==> config.mk <==
export PLATFORM = sky130hd
export DESIGN_NAME = sort_row_loader
export DESIGN_NICKNAME = d
export VERILOG_FILES = /design/src/rtl/sort_row_loader_pkg.sv /design/src/rtl/sort_row_loader_row_pack_buf.sv /design/src/rtl/sort_row_loader.sv
export SDC_FILE = /design/constraint.sdc
export NUM_CORES = 1
export LEC_CHECK = 0
export ABC_AREA = 1
export BUFFER_PORTS_ARGS = -buffer_cell sky130_fd_sc_hd__buf_2
export CAP_MARGIN = 40
export CORE_MARGIN = 5
export CORE_UTILIZATION = 46
export CTS_CLUSTER_DIAMETER = 150
export DETAILED_ROUTE_END_ITERATION = 10
export GPL_TIMING_DRIVEN = 0
export HOLD_SLACK_MARGIN = 0.12
export PLACE_DENSITY = 0.72
export SETUP_SLACK_MARGIN = 0.5
export SYNTH_ARGS = -nofsm -noshare
export SYNTH_HDL_FRONTEND = slang
export SYNTH_SLANG_ARGS = --single-unit
==> constraint.sdc <==
create_clock -name clk -period 2.6 [get_ports clk]
set_clock_uncertainty 0.15 [all_clocks]
set_input_delay 0.13 -clock clk [delete_from_list [all_inputs] [get_ports clk]]
set_output_delay 0.13 -clock clk [all_outputs]
set_load 0.02 [all_outputs]
==> src/rtl/sort_row_loader_pkg.sv <==
// Shared types and helpers for the sorter row loader.
// Default element count / width mirror the output buffer geometry.
package sort_row_loader_pkg;

  localparam int ARRAYWIDTH          = 8;
  localparam int OUTPUT_BUF_DATASIZE = 16;

  typedef enum logic [1:0] {
    FILL   = 2'd0,
    LAUNCH = 2'd1,
    SORT   = 2'd2,
    OUT    = 2'd3
  } state_e;

  localparam logic [OUTPUT_BUF_DATASIZE-1:0] PAD_MIN =
    {1'b1, {(OUTPUT_BUF_DATASIZE-1){1'b0}}};

  function automatic int clog2(input int v);
    int r;
    r = 0;
    while ((1 << r) < v) r++;
    return r;
  endfunction

endpackage

==> src/rtl/sort_row_loader_row_pack_buf.sv <==
// N x DW slot register file: indexed write, pad-fill above
// the written slot, flat packed row output (slot k at k*DW).
module row_pack_buf
  import sort_row_loader_pkg::*;
#(
  parameter int  N  = ARRAYWIDTH,
  parameter int  DW = OUTPUT_BUF_DATASIZE,
  localparam int CW = clog2(N + 1)
) (
  input  logic            clk,
  input  logic            rst,
  input  logic            wr_en,
  input  logic            pad_en,
  input  logic [CW-1:0]   wr_idx,
  input  logic [DW-1:0]   wr_data,
  output logic [N*DW-1:0] row
);

  localparam logic [DW-1:0] PAD = {1'b1, {(DW-1){1'b0}}};

  logic [DW-1:0] slot_q [N];
  logic [DW-1:0] slot_d [N];

  always_comb begin
    for (int k = 0; k < N; k++) begin
      slot_d[k] = slot_q[k];
      if (wr_en && (CW'(k) == wr_idx)) begin
        slot_d[k] = wr_data;
      end else if (pad_en && (CW'(k) > wr_idx)) begin
        slot_d[k] = PAD;
      end
    end
  end

  always_ff @(posedge clk) begin
    if (rst) begin
      for (int k = 0; k < N; k++) begin
        slot_q[k] <= '0;
      end
    end else begin
      for (int k = 0; k < N; k++) begin
        slot_q[k] <= slot_d[k];
      end
    end
  end

  always_comb begin
    row = '0;
    for (int k = 0; k < N; k++) begin
      row[k*DW +: DW] = slot_q[k];
    end
  end

endmodule

==> src/rtl/sort_row_loader.sv <==
// Packs a serial element stream into one sorter row, runs the sorter
// and hands the row max downstream. Option: SORT_LOADER_MAXCHECK_EN.
module sort_row_loader
  import sort_row_loader_pkg::*;
#(
  parameter int  N        = ARRAYWIDTH,
  parameter int  DW       = OUTPUT_BUF_DATASIZE,
  parameter int  SORT_LAT = N + 2,
  localparam int CW       = clog2(N + 1),
  localparam int TW       = clog2(SORT_LAT + 1)
) (
  input  logic            clk,
  input  logic            rst,
  input  logic            s_valid,
  output logic            s_ready,
  input  logic [DW-1:0]   s_data,
  input  logic            s_last,
  output logic            sort_en,
  output logic [N*DW-1:0] sort_in,
  input  logic [DW-1:0]   sort_max,
  output logic            m_valid,
  input  logic            m_ready,
  output logic [DW-1:0]   m_max,
  output logic [CW-1:0]   m_count,
`ifdef SORT_LOADER_MAXCHECK_EN
  output logic            max_err,
`endif
  output logic            busy
);

  state_e        state_q, state_d;
  logic [CW-1:0] idx_q, idx_d;
  logic [CW-1:0] count_q, count_d;
  logic [TW-1:0] cnt_q, cnt_d;
  logic [DW-1:0] m_max_q, m_max_d;
  logic          m_valid_q, m_valid_d;
  logic          s_ready_q, s_ready_d;
  logic          sort_en_q, sort_en_d;
  logic          busy_q, busy_d;

  logic wr_en;
  logic close;

  assign wr_en = (state_q == FILL) && s_valid && s_ready_q;
  assign close = wr_en && (s_last || (idx_q == CW'(N - 1)));

  always_comb begin
    state_d   = state_q;
    idx_d     = idx_q;
    count_d   = count_q;
    cnt_d     = cnt_q;
    m_max_d   = m_max_q;
    m_valid_d = m_valid_q;
    s_ready_d = s_ready_q;
    sort_en_d = sort_en_q;
    busy_d    = busy_q;
    unique case (state_q)
      FILL: begin
        if (wr_en) begin
          idx_d = idx_q + CW'(1);
        end
        if (close) begin
          count_d   = idx_q + CW'(1);
          state_d   = LAUNCH;
          s_ready_d = 1'b0;
          sort_en_d = 1'b1;
          busy_d    = 1'b1;
        end
      end
      LAUNCH: begin
        cnt_d   = TW'(SORT_LAT - 1);
        state_d = SORT;
      end
      SORT: begin
        if (cnt_q == '0) begin
          m_max_d   = sort_max;
          m_valid_d = 1'b1;
          sort_en_d = 1'b0;
          state_d   = OUT;
        end else begin
          cnt_d = cnt_q - TW'(1);
        end
      end
      OUT: begin
        if (m_ready) begin
          m_valid_d = 1'b0;
          idx_d     = '0;
          s_ready_d = 1'b1;
          busy_d    = 1'b0;
          state_d   = FILL;
        end
      end
      default: state_d = FILL;
    endcase
  end

  always_ff @(posedge clk) begin
    if (rst) begin
      state_q   <= FILL;
      idx_q     <= '0;
      count_q   <= '0;
      cnt_q     <= '0;
      m_max_q   <= '0;
      m_valid_q <= 1'b0;
      s_ready_q <= 1'b1;
      sort_en_q <= 1'b0;
      busy_q    <= 1'b0;
    end else begin
      state_q   <= state_d;
      idx_q     <= idx_d;
      count_q   <= count_d;
      cnt_q     <= cnt_d;
      m_max_q   <= m_max_d;
      m_valid_q <= m_valid_d;
      s_ready_q <= s_ready_d;
      sort_en_q <= sort_en_d;
      busy_q    <= busy_d;
    end
  end

`ifdef SORT_LOADER_MAXCHECK_EN
  // Padding is most-negative, so it never changes the row max.
  logic [DW-1:0] run_max_q, run_max_d;
  logic          max_err_q, max_err_d;

  always_comb begin
    run_max_d = run_max_q;
    max_err_d = max_err_q;
    if (wr_en) begin
      if ((idx_q == '0) ||
          ($signed(s_data) > $signed(run_max_q))) begin
        run_max_d = s_data;
      end
    end
    if ((state_q == SORT) && (cnt_q == '0)) begin
      max_err_d = (sort_max != run_max_q);
    end else if ((state_q == OUT) && m_ready) begin
      max_err_d = 1'b0;
    end
  end

  always_ff @(posedge clk) begin
    if (rst) begin
      run_max_q <= '0;
      max_err_q <= 1'b0;
    end else begin
      run_max_q <= run_max_d;
      max_err_q <= max_err_d;
    end
  end

  assign max_err = max_err_q;
`endif

  row_pack_buf #(
    .N  (N),
    .DW (DW)
  ) u_buf (
    .clk     (clk),
    .rst     (rst),
    .wr_en   (wr_en),
    .pad_en  (close),
    .wr_idx  (idx_q),
    .wr_data (s_data),
    .row     (sort_in)
  );

  assign s_ready = s_ready_q;
  assign sort_en = sort_en_q;
  assign m_valid = m_valid_q;
  assign m_max   = m_max_q;
  assign m_count = count_q;
  assign busy    = busy_q;

endmodule

==> metrics.log <==
[metrics] start point of the critical path: state_q[1]
[metrics] gr usage total: 0.250
[metrics] Initial Util: 0.472
[metrics] Slew headroom: 0.529
[metrics] final max-slew violation count: 0
[metrics] Crit path required time: between 2000 and 3000 ps
[metrics] share of layout cells above drive strength 1: 0.269
[metrics] die outline width: 127 µm
[metrics] area of placed instances: 7390 µm²
[metrics] via count: 6481
[metrics] H-tree depth reported by CTS: 4
[metrics] total power: 7.15 mW
[metrics] Synth Cell Area: 6300 µm²
[metrics] die span in y: 127 µm
[metrics] HPWL Detailed: 13900 µm
[metrics] outcome: finished clean
[metrics] Detail Route Antenna Nets: 0
[metrics] I/O Pins: ~190
[metrics] Reg-to-Reg Start: state_q[1]
[metrics] per-cell routed wire length: 16.7 µm
[metrics] fin cells: 1239
[metrics] Clk Latency, worst-skew pair: roughly 430 ps
[metrics] ys async rst share: 0
[metrics] Site Rows: 42
[metrics] timing-limited maximum frequency: 503 MHz
[metrics] count of port buffers added during placement: 173
[metrics] Least-Margin Pin Slew: 707 ps
[metrics] FF+latch count, synth: between 150 and 200
[metrics] Worst IR Drop VDD: 0.458 mV
[metrics] Worst Path Max Fanout: 10
[metrics] sequential area share after synthesis: 0.515
[metrics] number of antenna violations at the first check in global routing: 0
[metrics] number of vias per cell: 5.23
[metrics] number of instances in the placed design: 1157
[metrics] Total Nets Final: 1095
[metrics] post-synthesis net count: between 800 and 900
[metrics] routed wire length: approximately 21000 µm
[metrics] Total Die Area: 16100 µm²
[metrics] number of buffers created by CTS: 17
[metrics] number of DRC violations after detailed routing: 0
[metrics] slowest cell on the critical path: sky130_fd_sc_hd__dfxtp_1
[metrics] flop2flop setup slack: slightly above 600 ps
[metrics] Root Buffer Master: sky130_fd_sc_hd__clkbuf_16
[metrics] FF+latch area: about 3200 µm²
[metrics] cell area power density: about 840 nW/µm²
[metrics] Syn Inst Count: 808
[metrics] slowest cell delay on critical path: 340 ps
[metrics] area of the multi-input gates: approximately 2700 µm²
[metrics] Iter 0 DRT Violations: 451
[metrics] Setup TNS Final: 0 ps
[metrics] Synth area leader: sky130_fd_sc_hd__dfxtp_1
[metrics] number of enable-type register cells in the synthesized netlist: 0
[metrics] final setup violation count: 0
[metrics] Place WS: between 300 and 400 ps
[metrics] most numerous cell types in the synthesized netlist: sky130_fd_sc_hd__nand2_1 (199), sky130_fd_sc_hd__dfxtp_1 (162), sky130_fd_sc_hd__a21oi_1 (142), sky130_fd_sc_hd__nand3_1 (102), sky130_fd_sc_hd__nor2_1 (43)
[metrics] leading post-synthesis cells by cell area: sky130_fd_sc_hd__dfxtp_1 (51%), sky130_fd_sc_hd__nand2_1 (12%), sky130_fd_sc_hd__a21oi_1 (11%), sky130_fd_sc_hd__nand3_1 (8.1%), sky130_fd_sc_hd__nor2_1 (2.6%)
[metrics] routability congestion estimate: 0.857
[metrics] Area growth syn-to-layout: 35.1%
[metrics] unrepaired setup endpoints after global routing: no
[metrics] number of antenna cells inserted: 0
[metrics] list of cells traversed by the critical path: inv_1 -> ha_4 -> nand3_4 -> nor3_4 -> buf_4 -> buf_2 -> nand2_1 -> a21oi_1
[metrics] source of the worst hold timing path: sort_en
[metrics] number of distinct library cells after synthesis: 28
[metrics] critical path capture point type: flop
[metrics] main flop type after synthesis: sky130_fd_sc_hd__dfxtp_1
[metrics] # Max-Cap Violations: 0
[metrics] grt ovf: 0
[metrics] first-pass GRT wire length: 31600 µm
[metrics] first-pass detailed-route iteration total: 6
[metrics] combined buffer and inverter count along the critical path: 3
[metrics] post-route cell area: between 8000 and 9000 µm²
[metrics] standby leakage power: 3.79 nW
[metrics] Synth Warn #: 0
[metrics] class of the worst hold path: flop to flop
[metrics] fraction of synthesized cell area taken by the top area cell type: 0.515
[metrics] core area: 13300 µm²
[metrics] critical path data arrival time: between 2000 and 2500 ps
[metrics] startpoint type of the worst setup path: flop
[metrics] pin count of the biggest net entering global routing: 17
[metrics] post-synthesis average cell area: about 7.8 µm²
[metrics] TritonCTS sink count: roughly 160
[metrics] family of cells with the greatest summed delay on the critical path: simple AND/OR/NAND/NOR gates
[metrics] final critical-path share of the clock period: 0.764
[metrics] final number of hold-violating endpoints: 0
[metrics] number of fillers in the final layout: 1185
[metrics] critical path type: flop to flop
[metrics] Max Root-Sink Buffers: 2
[metrics] TritonCTS clock tree: yes
[metrics] final worst-path setup slack: 613 ps
[metrics] number of global-route vias before repair: 5935
[metrics] final period demand of the worst path: around 2000 ps
[metrics] clock transition at the registers of the reported paths: 60 ps
[metrics] most used standard cell by instance count after synthesis: sky130_fd_sc_hd__nand2_1
==> tightest hold or removal path, stage by stage, from the launching register on <==
cell                      delay [ps]
sky130_fd_sc_hd__dfxtp_1         310
sky130_fd_sc_hd__inv_1            50
sky130_fd_sc_hd__a21oi_1          50
==> placed cells by master (no fill, tap or decap), types with 6 or more instances in the layout <==
master	n
sky130_fd_sc_hd__clkbuf_2	14
sky130_fd_sc_hd__o21ai_0	30
sky130_fd_sc_hd__nor2_1	42
sky130_fd_sc_hd__nand3_1	102
sky130_fd_sc_hd__nand2_1	196
sky130_fd_sc_hd__dlygate4sd3_1	36
sky130_fd_sc_hd__nand2_2	9
sky130_fd_sc_hd__clkbuf_1	24
sky130_fd_sc_hd__inv_1	28
sky130_fd_sc_hd__buf_4	15
sky130_fd_sc_hd__dfxtp_1	161
sky130_fd_sc_hd__inv_2	9
sky130_fd_sc_hd__nor3_4	6
sky130_fd_sc_hd__clkbuf_16	17
sky130_fd_sc_hd__buf_2	186
sky130_fd_sc_hd__buf_6	6
sky130_fd_sc_hd__a21oi_1	142
sky130_fd_sc_hd__ha_1	7
==> state kept, by name, indices dropped and copies added (netlist names) <==
register,count
cnt_q,4
s_ready,1
m_max,16
busy,1
u_buf.slot_q,128
m_valid,1
sort_en,1
idx_q,4
state_q,2
m_count,4
==> timing repair <==
action,4_1_cts,5_1_grt
endpoints found under the setup margin,62,95
resized for setup,3,16
hold buffers,36,0
pin swaps,4,5
endpoints found under the hold margin,147,0
cloned,0,1
buffers inserted,8,5
==> metrics by stage <==
step           hold slack, ps  utilization
3_3_place_gp              231        0.553
3_5_place_dp              237        0.553
6_report                  301        0.638
5_1_grt                   321        0.638
2_1_floorplan             124            -
4_1_cts                   305        0.631
==> worst paths after layout <==
kind	end	cells past startpoint
setup / recovery	u_buf.slot_q[0][61]	8
hold / removal	sort_en	2
setup reg to reg	u_buf.slot_q[0][61]	8
hold reg to reg	sort_en	2
==> metal layers <==
| layer | up-vias | part of all wire | track usage |
|---|---|---|---|
| met3 | 53 | 0.080 | 0.0730 |
| met5 | - | 0 | 0 |
| li1 | 3148 | - | - |
| met1 | 2997 | 0.44 | 0.329 |
| met4 | 0 | 0.032 | 0.0934 |
| met2 | 283 | 0.45 | 0.391 |
==> cells by family after synthesis <==
logic type / after synthesis / synth area share
flip-flops: 162 / 0.515
adder cells (fa/ha/maj): 8 / 0.0159
XOR/XNOR: 2 / 0.00278
AND/OR/NAND/NOR: 363 / 0.257
buffers and inverters: 96 / 0.0671
AO/OA/AOI/OAI: 177 / 0.142
==> where the power goes <==
group / internal (mW) / switching, mW / total [mW]
Sequential: 2.72 / 0.150 / 2.87
Combinational: 0.569 / 1.12 / 1.69
Clock: 1.56 / 1.03 / 2.59
Total: 4.85 / 2.30 / 7.15
==> cell type report <==
type	instances	share of cell area
Clock buffer	20	0.0537
Inverter	38	0.0168
Buffer	58	0.0357
Multi-Input combinational cell	551	0.313
Tap cell	176	0.0259
Clock inverter	12	0.0179
Sequential cell	162	0.381
Timing Repair Buffer	222	0.156
Note: power is estimated with default switching activity, not from simulation.
